--- src/rtl/alu_req_arbiter.sv ---
// Round-robin arbiter that shares one start/done ALU among NUM_REQ requesters, with a done watchdog.
// Define ALU_ARB_STATS_EN to build the completion and timeout statistics counters.
module alu_req_arbiter #(
  parameter int NUM_REQ = 4,
  parameter int TIMEOUT = 15
) (
  input  logic                   clk,
  input  logic                   reset_n,
  input  logic [NUM_REQ-1:0]     req_valid,
  input  logic [8*NUM_REQ-1:0]   req_a,
  input  logic [8*NUM_REQ-1:0]   req_b,
  input  logic [3*NUM_REQ-1:0]   req_op,
  output logic [NUM_REQ-1:0]     req_ready,
  output logic [NUM_REQ-1:0]     rsp_valid,
  output logic [15:0]            rsp_result,
  output logic                   rsp_error,
  output logic [7:0]             alu_a,
  output logic [7:0]             alu_b,
  output logic [2:0]             alu_op,
  output logic                   alu_start,
  input  logic                   alu_done,
  input  logic [15:0]            alu_result,
  output logic                   busy,
  output logic [15:0]            stat_done_cnt,
  output logic [15:0]            stat_to_cnt
);

  localparam int IDX_W = (NUM_REQ > 1) ? $clog2(NUM_REQ) : 1;
  localparam int SUM_W = IDX_W + 1;
  localparam logic [7:0] TIMEOUT_W = 8'(TIMEOUT);
  localparam logic [2:0] OP_NOP = 3'd0;

  typedef enum logic [1:0] {
    IDLE  = 2'd0,
    ISSUE = 2'd1,
    RESP  = 2'd2
  } state_e;

  state_e           state_q,  state_d;
  logic [IDX_W-1:0] rr_ptr_q, rr_ptr_d;
  logic [IDX_W-1:0] win_q,    win_d;
  logic [7:0]       a_q,      a_d;
  logic [7:0]       b_q,      b_d;
  logic [2:0]       op_q,     op_d;
  logic [7:0]       wd_q,     wd_d;
  logic [15:0]      res_q,    res_d;
  logic             err_q,    err_d;

  // Round-robin search: first pending requester at or above rr_ptr, wrapping.
  logic             arb_found;
  logic [IDX_W-1:0] arb_win;
  logic [SUM_W-1:0] arb_cand;
  logic [SUM_W-1:0] ptr_inc;
  logic [2:0]       arb_op;

  always_comb begin
    // NOTE: every signal assigned here gets a default first, so no path can infer a latch.
    arb_found = 1'b0;
    arb_win   = '0;
    arb_cand  = '0;
    for (int k = 0; k < NUM_REQ; k++) begin
      arb_cand = SUM_W'(rr_ptr_q) + SUM_W'(k);
      if (arb_cand >= SUM_W'(NUM_REQ)) arb_cand = arb_cand - SUM_W'(NUM_REQ);
      if (!arb_found && req_valid[arb_cand[IDX_W-1:0]]) begin
        arb_found = 1'b1;
        arb_win   = arb_cand[IDX_W-1:0];
      end
    end
    ptr_inc = SUM_W'(arb_win) + SUM_W'(1);
    if (ptr_inc == SUM_W'(NUM_REQ)) ptr_inc = '0;
    arb_op = req_op[3*int'(arb_win) +: 3];
  end

  always_comb begin
    state_d   = state_q;
    rr_ptr_d  = rr_ptr_q;
    win_d     = win_q;
    a_d       = a_q;
    b_d       = b_q;
    op_d      = op_q;
    wd_d      = wd_q;
    res_d     = res_q;
    err_d     = err_q;
    req_ready = '0;

    unique case (state_q)
      IDLE: begin
        if (arb_found) begin
          req_ready = NUM_REQ'(1) << arb_win;
          win_d     = arb_win;
          a_d       = req_a[8*int'(arb_win) +: 8];
          b_d       = req_b[8*int'(arb_win) +: 8];
          op_d      = arb_op;
          rr_ptr_d  = ptr_inc[IDX_W-1:0];
          wd_d      = '0;
          if (arb_op == OP_NOP) begin
            res_d   = '0;
            err_d   = 1'b0;
            state_d = RESP;
          end else begin
            state_d = ISSUE;
          end
        end
      end
      ISSUE: begin
        wd_d = wd_q + 8'd1;
        // A done arriving on the timeout cycle still counts as success.
        if (alu_done) begin
          res_d   = alu_result;
          err_d   = 1'b0;
          state_d = RESP;
        end else if (wd_d == TIMEOUT_W) begin
          res_d   = '0;
          err_d   = 1'b1;
          state_d = RESP;
        end
      end
      RESP: begin
        wd_d    = '0;
        state_d = IDLE;
      end
      default: state_d = IDLE;
    endcase
  end

  always_ff @(posedge clk) begin
    // NOTE: sequential state uses non-blocking assignments so every flop samples pre-edge values.
    if (!reset_n) begin
      state_q  <= IDLE;
      rr_ptr_q <= '0;
      win_q    <= '0;
      a_q      <= '0;
      b_q      <= '0;
      op_q     <= '0;
      wd_q     <= '0;
      res_q    <= '0;
      err_q    <= 1'b0;
    end else begin
      state_q  <= state_d;
      rr_ptr_q <= rr_ptr_d;
      win_q    <= win_d;
      a_q      <= a_d;
      b_q      <= b_d;
      op_q     <= op_d;
      wd_q     <= wd_d;
      res_q    <= res_d;
      err_q    <= err_d;
    end
  end

  // The RESP cycle doubles as the mandatory start-low gap between operations.
  assign alu_start  = (state_q == ISSUE);
  assign alu_a      = a_q;
  assign alu_b      = b_q;
  assign alu_op     = op_q;
  assign busy       = (state_q != IDLE);
  assign rsp_valid  = (state_q == RESP) ? (NUM_REQ'(1) << win_q) : '0;
  assign rsp_result = (state_q == RESP) ? res_q : '0;
  assign rsp_error  = (state_q == RESP) && err_q;

`ifdef ALU_ARB_STATS_EN
  logic [15:0] done_cnt_q, done_cnt_d;
  logic [15:0] to_cnt_q,   to_cnt_d;

  always_comb begin
    done_cnt_d = done_cnt_q;
    to_cnt_d   = to_cnt_q;
    if (state_q == RESP) begin
      if (err_q) to_cnt_d   = to_cnt_q + 16'd1;
      else       done_cnt_d = done_cnt_q + 16'd1;
    end
  end

  always_ff @(posedge clk) begin
    if (!reset_n) begin
      done_cnt_q <= '0;
      to_cnt_q   <= '0;
    end else begin
      done_cnt_q <= done_cnt_d;
      to_cnt_q   <= to_cnt_d;
    end
  end

  assign stat_done_cnt = done_cnt_q;
  assign stat_to_cnt   = to_cnt_q;
`else
  assign stat_done_cnt = 16'h0;
  assign stat_to_cnt   = 16'h0;
`endif

endmodule

--- config.mk ---
export PLATFORM = sky130hd
export DESIGN_NAME = alu_req_arbiter
export DESIGN_NICKNAME = d
export VERILOG_FILES = /design/src/rtl/alu_req_arbiter.sv
export SDC_FILE = /design/constraint.sdc
export NUM_CORES = 1
export LEC_CHECK = 0
export CORE_MARGIN = 2
export CORE_UTILIZATION = 40
export DETAILED_ROUTE_END_ITERATION = 6
export PLACE_DENSITY = 0.8
export SYNTH_ARGS = -nofsm -noshare
export SYNTH_HDL_FRONTEND = slang
export SYNTH_SLANG_ARGS = --single-unit
--- constraint.sdc ---
create_clock -name clk -period 5 [get_ports clk]
set_input_delay 0.5 -clock clk [delete_from_list [all_inputs] [get_ports clk]]
set_output_delay 0.5 -clock clk [all_outputs]
set_load 0.02 [all_outputs]
==> summary.txt, run 1 <==
Run status
  – Status: finished, final reports clean

CTS
  – Root buffer cell: clkbuf_8
  – Hold Buf Count CTS: 0
  – Worst-path clk slew: 0.09 ns
  – CTS tree: built
  – CTS Buffer Depth: 2
  – # clock sinks: 50
  – H-tree depth: 2
  – Cts repair resizes: 0
  – Later-pin clock latency in the skew report: 0.30 ns
  – Num CTS Buffers: 5
  – Post-CTS setup repair buffer count: 0

Logic synthesis
  – Post-synthesis register bit count: 50
  – Seq/Total Area, Yosys: 31.75%
  – Synthesized cell area: 3153 sq um
  – Cells after Synth: 418
  – Area leader, netlist: dfxtp_1
  – Syn_area_per_cell: 7.543 sq um
  – Post-synth EDFFs: 0
  – Top_reg_cell synth: dfxtp_1
  – Synth unique cells: 50
  – Top-area cell type share of the netlist area: 31.75%
  – Ys async rst share: 0%
  – Yosys warnings: 0
  – Largest cells by area after synthesis: dfxtp_1 (32%), nand2_1 (12%), nand3_1 (7.8%), buf_4 (7.6%), and2_1 (5.4%)

Setup path
  – Critical Path Start Type: input port
  – Cell chain of the critical path: clkdlybuf4s50_1 > mux2i_1 > nor2_1 > or3_1 > buf_4 > inv_2 > ha_1 > and2_1 > clkdlybuf4s50_1
  – Reg-to-Reg End: res_q[9]
  – Worst Path Required: 4.50 ns
  – Worst setup EP type: output pin
  – Crit Path Class: in2out
  – Arrival @ worst endpoint: 3.07 ns
  – Critical Path Slowest Stage Cell: clkdlybuf4s50_1
  – Worst path most repeated cell: clkdlybuf4s50_1
  – CP max stage delay: 0.60 ns
  – Crit path max fanout: 23
  – CP delay by family, top: buffers and inverters
  – Worst Path Buf+Inv: 4
  – Reg2reg path depth: 9
  – Reg2reg start: rr_ptr_q[1]
  – Reg2reg setup slack: 2.35 ns

Global routing
  – GRT Util Overall: 20.16%
  – Gr ovfl total: 0
  – Initial antenna violation count: 0
  – First-pass GRT wire length: 14180 microns
  – Largest net degree at the start of global routing: 41
  – Vias in the first global route: 3160

Floorplan
  – Die X: 92.79 microns
  – Die height: 92.79 microns
  – Die ar.: 8609 sq um
  – Starting Density: 41.02%
  – I/O pins: 177
  – Core area: 7687 sq um
  – Num rows: 32

Final layout
  – Post-layout util: 60.14%
  – Diode count: 0
  – Layout area overhead: 46.63%
  – Share of layout cells above drive strength 1: 4.613%
  – Finished Layout Cells: 644
  – Final nets: 646

Detailed routing
  – Post-route ant nets: 0
  – DR DRC count: 0
  – Vias per cell: 4.984
  – Detailed-route via count: 3210
  – Initial DRT Pass Iterations: 4
  – DR iter-0 viols: 140
  – WL/cell: 13.56 microns
  – Post-Route WL: 8733 microns

STA
  – Final hold viol count: 0
  – Final setup violation count: 0
  – Worst slew pin tran: 1.104 ns
  – Slew Viols, Final: 0
  – Fin Setup TNS: 0 ns
  – Final Skew: 0.005336 ns
  – Fmax achieved: 0.2800 GHz
  – Minimum clock period: 3.572 ns
  – Fin crit share: 71.43%
  – Setup repair after global routing missed its margin: no
  – Max-slew headroom: 26.25%

Place
  – Dpl cells: 636
  – Gpl congestion: 0.8912
  – DP HPWL: 6596 microns
  – IO buf count: 144

Worst hold path
  – Hold_sp: alu_a[7]
  – Hold path depth: 2
  – Min-Delay Endpoint: alu_a[7]
  – Worst Hold Class: reg2reg

Run
  – Max-cap viol count: 0

Power and ir drop
  – Pwr dens: 352.5 nW/um^2
  – Largest vdd supply drop: 0.1937 mV
  – Total Power: 0.001630 W
  – Leak pwr: 1.872 nW
## cell usage in the layout, fill, tap and decap left out, drive strengths merged, types with 3 or more instances in the layout
cell,instances
clkdlybuf4s50,144
nand2,103
dfxtp,50
nand3,50
conb,32
and2,27
a21boi,22
a32o,16
o21ai,12
nor2,9
mux2i,7
nor2b,6
ha,6
clkbuf,6
and3,6
inv,5
nand2b,4
a21oi,4
or2,3
nor4,3
mux2,3
## layout make-up
| type | instances | area [sq um] |
|---|---|---|
| fillers | 694 | 3064 |
| flip-flops and latches | 50 | 1001 |
| well taps | 102 | 127.6 |
| clock buffers | 6 | 82.58 |
| repair buffers | 146 | 1456 |
| inverters | 6 | 25.02 |
| multi-input cells | 332 | 1871 |
| clock inverters | 2 | 60.06 |
## synth_stat cells (2+ instances only)
cell and instances:
and2_1 27, and3_1 5, buf_6 3, nand2b_1 4, mux2i_1 7, nor4_1 2
or2_2 3, o21ai_0 12, a32o_1 16, buf_4 32, a21boi_0 21, nand3_1 49
ha_1 6, inv_1 3, a22oi_1 2, dfxtp_1 50, nand2_1 103, clkbuf_1 22
a21oi_1 4, nor2b_1 6, buf_2 3, mux2_4 2, nor2_1 9
## worst register-to-register path, cell delays in order, from the launching register on
cell and delay (ns):
dfxtp_1 0.42, nand2_1 0.11, a221oi_1 0.23, nand2b_1 0.13, buf_4 0.33, inv_4 0.26
mux2i_1 0.21, mux2_2 0.24, nand4_4 0.27, a32o_1 0.35
## sequential cells by signal (all words and copies together) (netlist names)
signal / cells
state_q: 2
alu_a: 8
alu_op: 3
err_q: 1
res_q: 16
win_q: 2
rr_ptr_q: 2
alu_b: 8
wd_q: 8
## kinds of logic after synthesis
| logic type | after synthesis | synth area share, % |
|---|---|---|
| buffers and inverters | 67 | 12.70 |
| AND/OR/NAND/NOR | 217 | 33.21 |
| other | 1 | 0.1189 |
| multiplexers | 10 | 3.532 |
| AO/OA/AOI/OAI | 65 | 15.75 |
| flip-flops | 50 | 31.75 |
| XOR/XNOR | 2 | 0.5557 |
| adder cells (fa/ha/maj) | 6 | 2.381 |
## metal layers
metal  up-vias  share of wire, %  global-route usage, %
met5         -                 0                      0
met3        18               6.7                  4.801
met1      1460                43                  24.10
met4         0               2.2                  6.373
met2       138                48                  35.51
li1       1594                 -                      -
## stage by stage
stage | setup slack [ns] | area [sq um] | hold WS [ns]
6_report | 1.428 | 4623 | 0.4710
2_1_floorplan | 2.500 | 3269 | 0.4543
3_3_place_gp | 1.512 | 4481 | 0.4526
5_1_grt | 1.240 | 4623 | 0.4969
3_5_place_dp | 1.442 | 4481 | 0.4647
4_1_cts | 1.422 | 4623 | 0.4742
## power by group
group          switching, W  leakage (nW)  total [W]  internal [W]
sequential        0.0000475         0.409   0.000517      0.000470
clock              0.000133        0.0714   0.000347      0.000213
combinational      0.000437          1.39   0.000766      0.000329
total              0.000617          1.87    0.00163       0.00101
## worst max-delay path by stage
stage	startpoint	endpoint	slack, ns	depth (start not counted)
2_1_floorplan	req_valid[2]	req_ready[3]	2.50	9
3_3_place_gp	req_valid[2]	req_ready[3]	1.51	9
3_5_place_dp	req_valid[2]	req_ready[3]	1.44	9
4_1_cts	req_valid[2]	req_ready[3]	1.42	9
5_1_grt	req_valid[2]	req_ready[1]	1.24	9
6_report	req_valid[2]	req_ready[3]	1.43	9
No activity file was read; power rests on OpenSTA's default activity.
==> run 2, diff against run 1 <==
--- a/config.mk
+++ b/config.mk
@@ -6,9 +6,9 @@
 export NUM_CORES = 1
 export LEC_CHECK = 0
 export CORE_MARGIN = 2
-export CORE_UTILIZATION = 40
+export CORE_UTILIZATION = 39
 export DETAILED_ROUTE_END_ITERATION = 6
-export PLACE_DENSITY = 0.8
+export PLACE_DENSITY = 0.78
 export SYNTH_ARGS = -nofsm -noshare
 export SYNTH_HDL_FRONTEND = slang
 export SYNTH_SLANG_ARGS = --single-unit
==> constraint.sdc (replaced) <==
create_clock -name clk -period 3.4 [get_ports clk]
set_input_delay 0.34 -clock clk [delete_from_list [all_inputs] [get_ports clk]]
set_output_delay 0.34 -clock clk [all_outputs]
set_load 0.02 [all_outputs]
==> summary.txt, run 2 (synthesis results as in run 1) <==
Floorplan
  – Die X: 93.92 microns (+1.2%)
  – Die ar.: 8820 sq um (+2.5%)
  – I/O pins: 177 (unchanged)
  – Die height: 93.92 microns (+1.2%)
  – Num rows: 32 (unchanged)
  – Core area: 7767 sq um (+1.0%)
  – Starting Density: 40.59% (-0.42 points)

STA
  – Fmax achieved: 0.3285 GHz
  – Max-slew headroom: 40.83% (+15 points)
  – Setup repair after global routing missed its margin: no
  – Final setup violation count: 0 (unchanged)
  – Fin crit share: 89.54%
  – Minimum clock period: 3.044 ns
  – Final hold viol count: 0 (unchanged)
  – Worst slew pin tran: 0.8866 ns (-0.2174 ns)
  – Final Skew: 0.008331 ns (+0.002995 ns)
  – Fin Setup TNS: 0 ns (unchanged)
  – Slew Viols, Final: 0 (unchanged)

Detailed routing
  – Detailed-route via count: 3183 (-0.84%)
  – WL/cell: 13.80 microns (+1.7%)
  – Post-Route WL: 8940 microns (+2.4%)
  – Vias per cell: 4.912 (-1.5%)
  – Post-route ant nets: 0 (unchanged)
  – DR DRC count: 0 (unchanged)
  – Initial DRT Pass Iterations: 4 (unchanged)
  – DR iter-0 viols: 91 (-35%)

Final layout
  – FILL cells: 711 (+2.4%)
  – Post-layout util: 59.44% (-0.70 points)
  – Layout area overhead: 46.43%
  – Register area: 1001 sq um (unchanged)
  – Largest register FFs: 16 (unchanged)
  – Post-Layout Inst Area: 4617 sq um (-0.14%)
  – Multi-input gate area: 1871 sq um (unchanged)
  – Diode count: 0 (unchanged)
  – Commonest non-fill, non-tap cell in the layout: clkdlybuf4s50_1
  – Most frequent cells in the layout: clkdlybuf4s50_1 (144), nand2_1 (103), dfxtp_1 (50)
  – Share of layout cells above drive strength 1: 4.945% (+0.33 points)
  – Finished Layout Cells: 648 (+0.62%)
  – Final nets: 650 (+0.62%)
  – Largest reg by FF count: res_q

Run
  – Max-cap viol count: 0 (unchanged)

Setup path
  – Critical Path Start Type: input port
  – Crit path max fanout: 40 (+74%)
  – Worst setup EP type: output pin
  – Worst Path Required: 3.06 ns (-1.44 ns)
  – Arrival @ worst endpoint: 2.70 ns (-0.37 ns)
  – Crit Path Class: in2out

CTS
  – Root buffer cell: clkbuf_8
  – CTS tree: built
  – # clock sinks: 50 (unchanged)
  – Post-CTS setup repair buffer count: 0 (unchanged)
  – Num CTS Buffers: 5 (unchanged)
  – CTS Buffer Depth: 2 (unchanged)
  – Hold Buf Count CTS: 0 (unchanged)
  – Later-pin clock latency in the skew report: 0.30 ns (about the same)
  – Cts repair resizes: 0 (unchanged)
  – H-tree depth: 2 (unchanged)
  – Worst-path clk slew: 0.09 ns (about the same)

Global routing
  – Initial antenna violation count: 0 (unchanged)
  – Gr ovfl total: 0 (unchanged)
  – GRT Util Overall: 20.12% (-0.042 points)
  – Largest net degree at the start of global routing: 41 (unchanged)
  – Vias in the first global route: 2985 (-5.5%)
  – First-pass GRT wire length: 14030 microns (-1.1%)

Place
  – DP HPWL: 6941 microns (+5.2%)
  – IO buf count: 144 (unchanged)
  – Gpl congestion: 0.9093 (+2.0%)
  – Post-DP Area: 4511 sq um (+0.67%)
  – Dpl cells: 640 (+0.63%)

Power and ir drop
  – Pwr dens: 498.7 nW/um^2 (+41%)
  – Leak pwr: 1.874 nW (about the same)
  – Largest vdd supply drop: 0.3160 mV (+63%)

Worst hold path
  – Worst Hold Class: reg2reg

Run status
  – Status: finished, final reports clean
## run 2: changes by cell type in the layout (fill, tap and decap cells not counted), sizes merged
cell,previous run,this run
bufinv,2,1
buf,2,6
clkbuf,6,7
## run 2: critical path, cell delays in order
cell and delay, ns:
clkdlybuf4s50_1 0.55, nor2b_1 0.15, a221oi_1 0.08, nand2b_1 0.25, inv_4 0.36, ha_1 0.23, and2_1 0.12, clkdlybuf4s50_1 0.61
## run 2: cell type report
type                       count  share of cell area, %
inverter                       6                 0.5420
timing repair buffer         150                  32.20
clock buffer                   7                  1.653
sequential                    50                  21.68
clock inverter                 1                 0.6504
tap                          102                  2.764
multi-input combinational    332                  40.51
## run 2: path summary, 6_finish.rpt
check                                  start      endpoint  slack, ns  depth (start not counted)
worst max-delay path            req_valid[2]  req_ready[3]       0.36                          8
worst min-delay path                alu_b[1]      alu_b[1]       0.46                          2
worst min register to register      alu_b[1]      alu_b[1]       0.46                          2
worst max register to register       wd_q[0]     res_q[11]       0.92                          8
## run 2: layer usage
layer | part of all wire, % | track usage, % | routed length [microns] | vias to the layer above
met5 | 0 | 0 | 0 | -
met3 | 7.4 | 5.939 | 665 | 8
li1 | - | - | - | 1606
met4 | 1.3 | 5.676 | 112 | 0
met1 | 41 | 22.88 | 3650 | 1446
met2 | 50 | 36.31 | 4511 | 123
## run 2: power by group
part	switching [W]	internal, W	total (W)	leakage [nW]
Sequential	0.0000710	0.000691	0.000762	0.409
Combinational	0.000639	0.000491	0.00113	1.41
Clock	0.000190	0.000220	0.000411	0.0524
## run 2: stage by stage
stage | setup slack, ns | hold WS [ns] | power [W]
finish | 0.3557 | 0.4648 | 0.002302
global route | 0.2194 | 0.4900 | 0.002470
CTS | 0.3535 | 0.4697 | 0.002321
detailed placement | 0.3721 | 0.4574 | 0.001907
global placement | 0.4356 | 0.4501 | 0.001889
floorplan | 1.131 | 0.4543 | 0.001515
==> variant: new RTL, settings of run 2 <==
Register the output `rsp_error`, cleared by the reset; this adds one clock of latency there. The other outputs are not delayed to match.
--- a/src/rtl/alu_req_arbiter.sv
+++ b/src/rtl/alu_req_arbiter.sv
@@ -158,3 +158,9 @@
   assign rsp_result = (state_q == RESP) ? res_q : '0;
-  assign rsp_error  = (state_q == RESP) && err_q;
+  always_ff @(posedge clk) begin
+    if (!reset_n) begin
+      rsp_error <= '0;
+    end else begin
+      rsp_error <= (state_q == RESP) && err_q;
+    end
+  end
 
Formal check against the unedited RTL: no difference found for any inputs over 10 cycles, from zero or initial values and one cycle with reset_n low; that may be too few to reach the edited logic, so the function may still have changed.
==> variant against run 2 <==
  * Clock power down 8.8%
  * Design area down 1.1%
  * Critical path depth unchanged
  * Wire length up 1.1%
  * Sequential cell count up 1
  * Maximum frequency down 4.7%
  * Final cell count up 2.9%
  * Total power up 7.6%
  * Hold slack worse by 12 ps
  * Synthesized area down 3.1%
  * Setup slack worse by 150 ps
  * Core utilization up 0.30 points
  * Critical path type unchanged
  * Largest power group unchanged
==> variant: results (changes against run 2) <==
| Metric | Value |
|---|---|
| Status | completed |
| Synth top area share | 0.334 (+0.0167) |
| Max clock buf depth | 2 (unchanged) |
| CP max-delay cell | clkdlybuf4s50_1 |
| Dpl cells | 659 (+3.0%) |
| HPWL after detailed placement | 6930 um (-0.13%) |
| Synth cell types | 44 (-12%) |
| Worst min path class | reg -> reg |
| Worst ir drop on vdd | 0.000258 V (-18%) |
| CTS Buf Count | 5 (unchanged) |
| Leakage | 0.00189 uW (+1.1%) |
| Share of the yosys chip area belonging to registers | 0.334 (+0.0167) |
| Max FFs per register | 16 (unchanged) |
| Primary FF master, synth | dfxtp_1 |
| Slowest cell delay on critical path | roughly 620 ps |
| Worst EP arrival | 2850 ps (+150 ps) |
| Fillers | 715 (+0.56%) |
| CTS resizes | 0 (unchanged) |
| Total Nets Final | 669 (+2.9%) |
| Net Switching | 1050 uW (+17%) |
| Number of global-route vias before repair | 3,085 (+3.4%) |
| Top cells by count, synth | 101 x nand2_1, 62 x nand3_1, 51 x dfxtp_1 |
| Drt drc | 0 (unchanged) |
| Async set-reset flop share out of synthesis | 0 (unchanged) |
| Final cell count without fillers | 667 (+2.9%) |
| Pre-antenna DRT Iters | 4 (unchanged) |
| DR vias | 3,324 (+4.4%) |
| Syn_area_per_cell | 7.14 sq um (-5.4%) |
| Slew @ Worst Pin | 865 ps (-21.8 ps) |
| Wire length of the first global-routing pass | 14,400 um (+2.9%) |
| Top reg by flops | res_q |
| Pwr dens | 542 nW/um^2 (+8.7%) |
| Placed inst area | 4470 sq um (-0.83%) |
| Share of cells above drive strength 1 | 0.0425 (-0.00697) |
| I/O Buffers | 144 (unchanged) |
| Clock skew | 12.1 ps (+3.75 ps) |
| Clk Latency, worst-skew pair | 310 ps |
| Worst-path fanout max | 17 (-57%) |
| All-layer global routing usage | 0.207 (+0.00539) |
| Clk root buf | clkbuf_8 |
| Largest net degree at the start of global routing | 35 (-15%) |
| Area contributors post-synth | dfxtp_1 33%, nand2_1 12%, nand3_1 10% |
| Drt total wl | 9040 um (+1.1%) |
| Initial antenna violation count | 0 (unchanged) |
| Inserted Diodes | 0 (unchanged) |
| Synth warnings | 0 (unchanged) |
| 1st-iter DRT viols | 158 (+74%) |
| H-tree depth | 2 (unchanged) |
| Clk slew on worst S/H paths | 110 ps (+20 ps) |
| Placer Congestion | 0.839 (-7.7%) |
| Setup Fix Bufs, Post-CTS | 0 (unchanged) |
-- variant: changes by cell type in the layout (fill, tap and decap cells not counted), moves of 3 or more --
| cell | delta |
|---|---|
| nand3_1 | +13 |
| nand2b_1 | +5 |
| buf_4 | +3 |
| a21boi_0 | -20 |
| a22o_1 | +16 |
| o21ai_0 | +3 |
| a21oi_1 | +20 |
| nor2b_1 | -4 |
| a32o_1 | -16 |
| or2_2 | -3 |
| nor2_1 | +11 |
| mux2i_1 | -5 |
-- variant: final timing paths --
path	startpoint	to	slack, ps	cells past startpoint
max	req_valid[0]	req_ready[3]	210	8
min	err_q$_SDFFE_PN0P_	rsp_error$_SDFF_PN0_	450	2
max reg2reg	rr_ptr_q[1]$_SDFFE_PN0P_	res_q[15]$_SDFFE_PN0P_	650	9
min reg2reg	err_q$_SDFFE_PN0P_	rsp_error$_SDFF_PN0_	450	2
-- variant: routing by layer --
metal | global-route usage | vias to the layer above | part of all wire
met4 | 0.0585 | 0 | 0.015
met5 | 0 | - | 0
li1 | - | 1646 | -
met2 | 0.358 | 133 | 0.47
met3 | 0.0513 | 13 | 0.074
met1 | 0.254 | 1532 | 0.44
-- variant: area by class of cell --
cell class	count	area share
Inverter	8	0.00685
Sequential cell	51	0.224
Clock inverter	3	0.00575
Timing Repair Buffer	153	0.330
Clock buffer	5	0.0151
Tap cell	102	0.0279
Multi-Input combinational cell	345	0.391
-- variant: cell families after synthesis --
group                    count (synthesis)  synth area share
adder cells (fa/ha/maj)                  6            0.0246
buffers and inverters                   63             0.120
AND/OR/NAND/NOR                        233             0.357
AO/OA/AOI/OAI                           70             0.150
flip-flops                              51             0.334
XOR/XNOR                                 2           0.00573
other                                    1           0.00123
multiplexers                             2           0.00655
-- variant: power by group through the flow --
stage	Combinational (uW)	Sequential, uW	Clock, uW
2_1_floorplan	742	889	0
3_3_place_gp	1280	814	0
3_5_place_dp	1300	819	0
4_1_cts	1300	806	381
5_1_grt	1440	821	404
6_report	1300	806	375
-- variant: critical path: cells and delay by family --
kind	cells	cell delay, ps
buffers and inverters	3	1380
AOI/OAI and AO/OA	1	430
and+or+nand+nor	3	500
adders and majority gates	1	200
-- variant: stage by stage --
stage	setup WS [ps]	hold WS (ps)	total power, uW
3_5_place_dp	227	437	2110
5_1_grt	76.6	474	2660
6_report	206	452	2480
3_3_place_gp	320	432	2090
4_1_cts	240	454	2490
2_1_floorplan	1020	418	1630
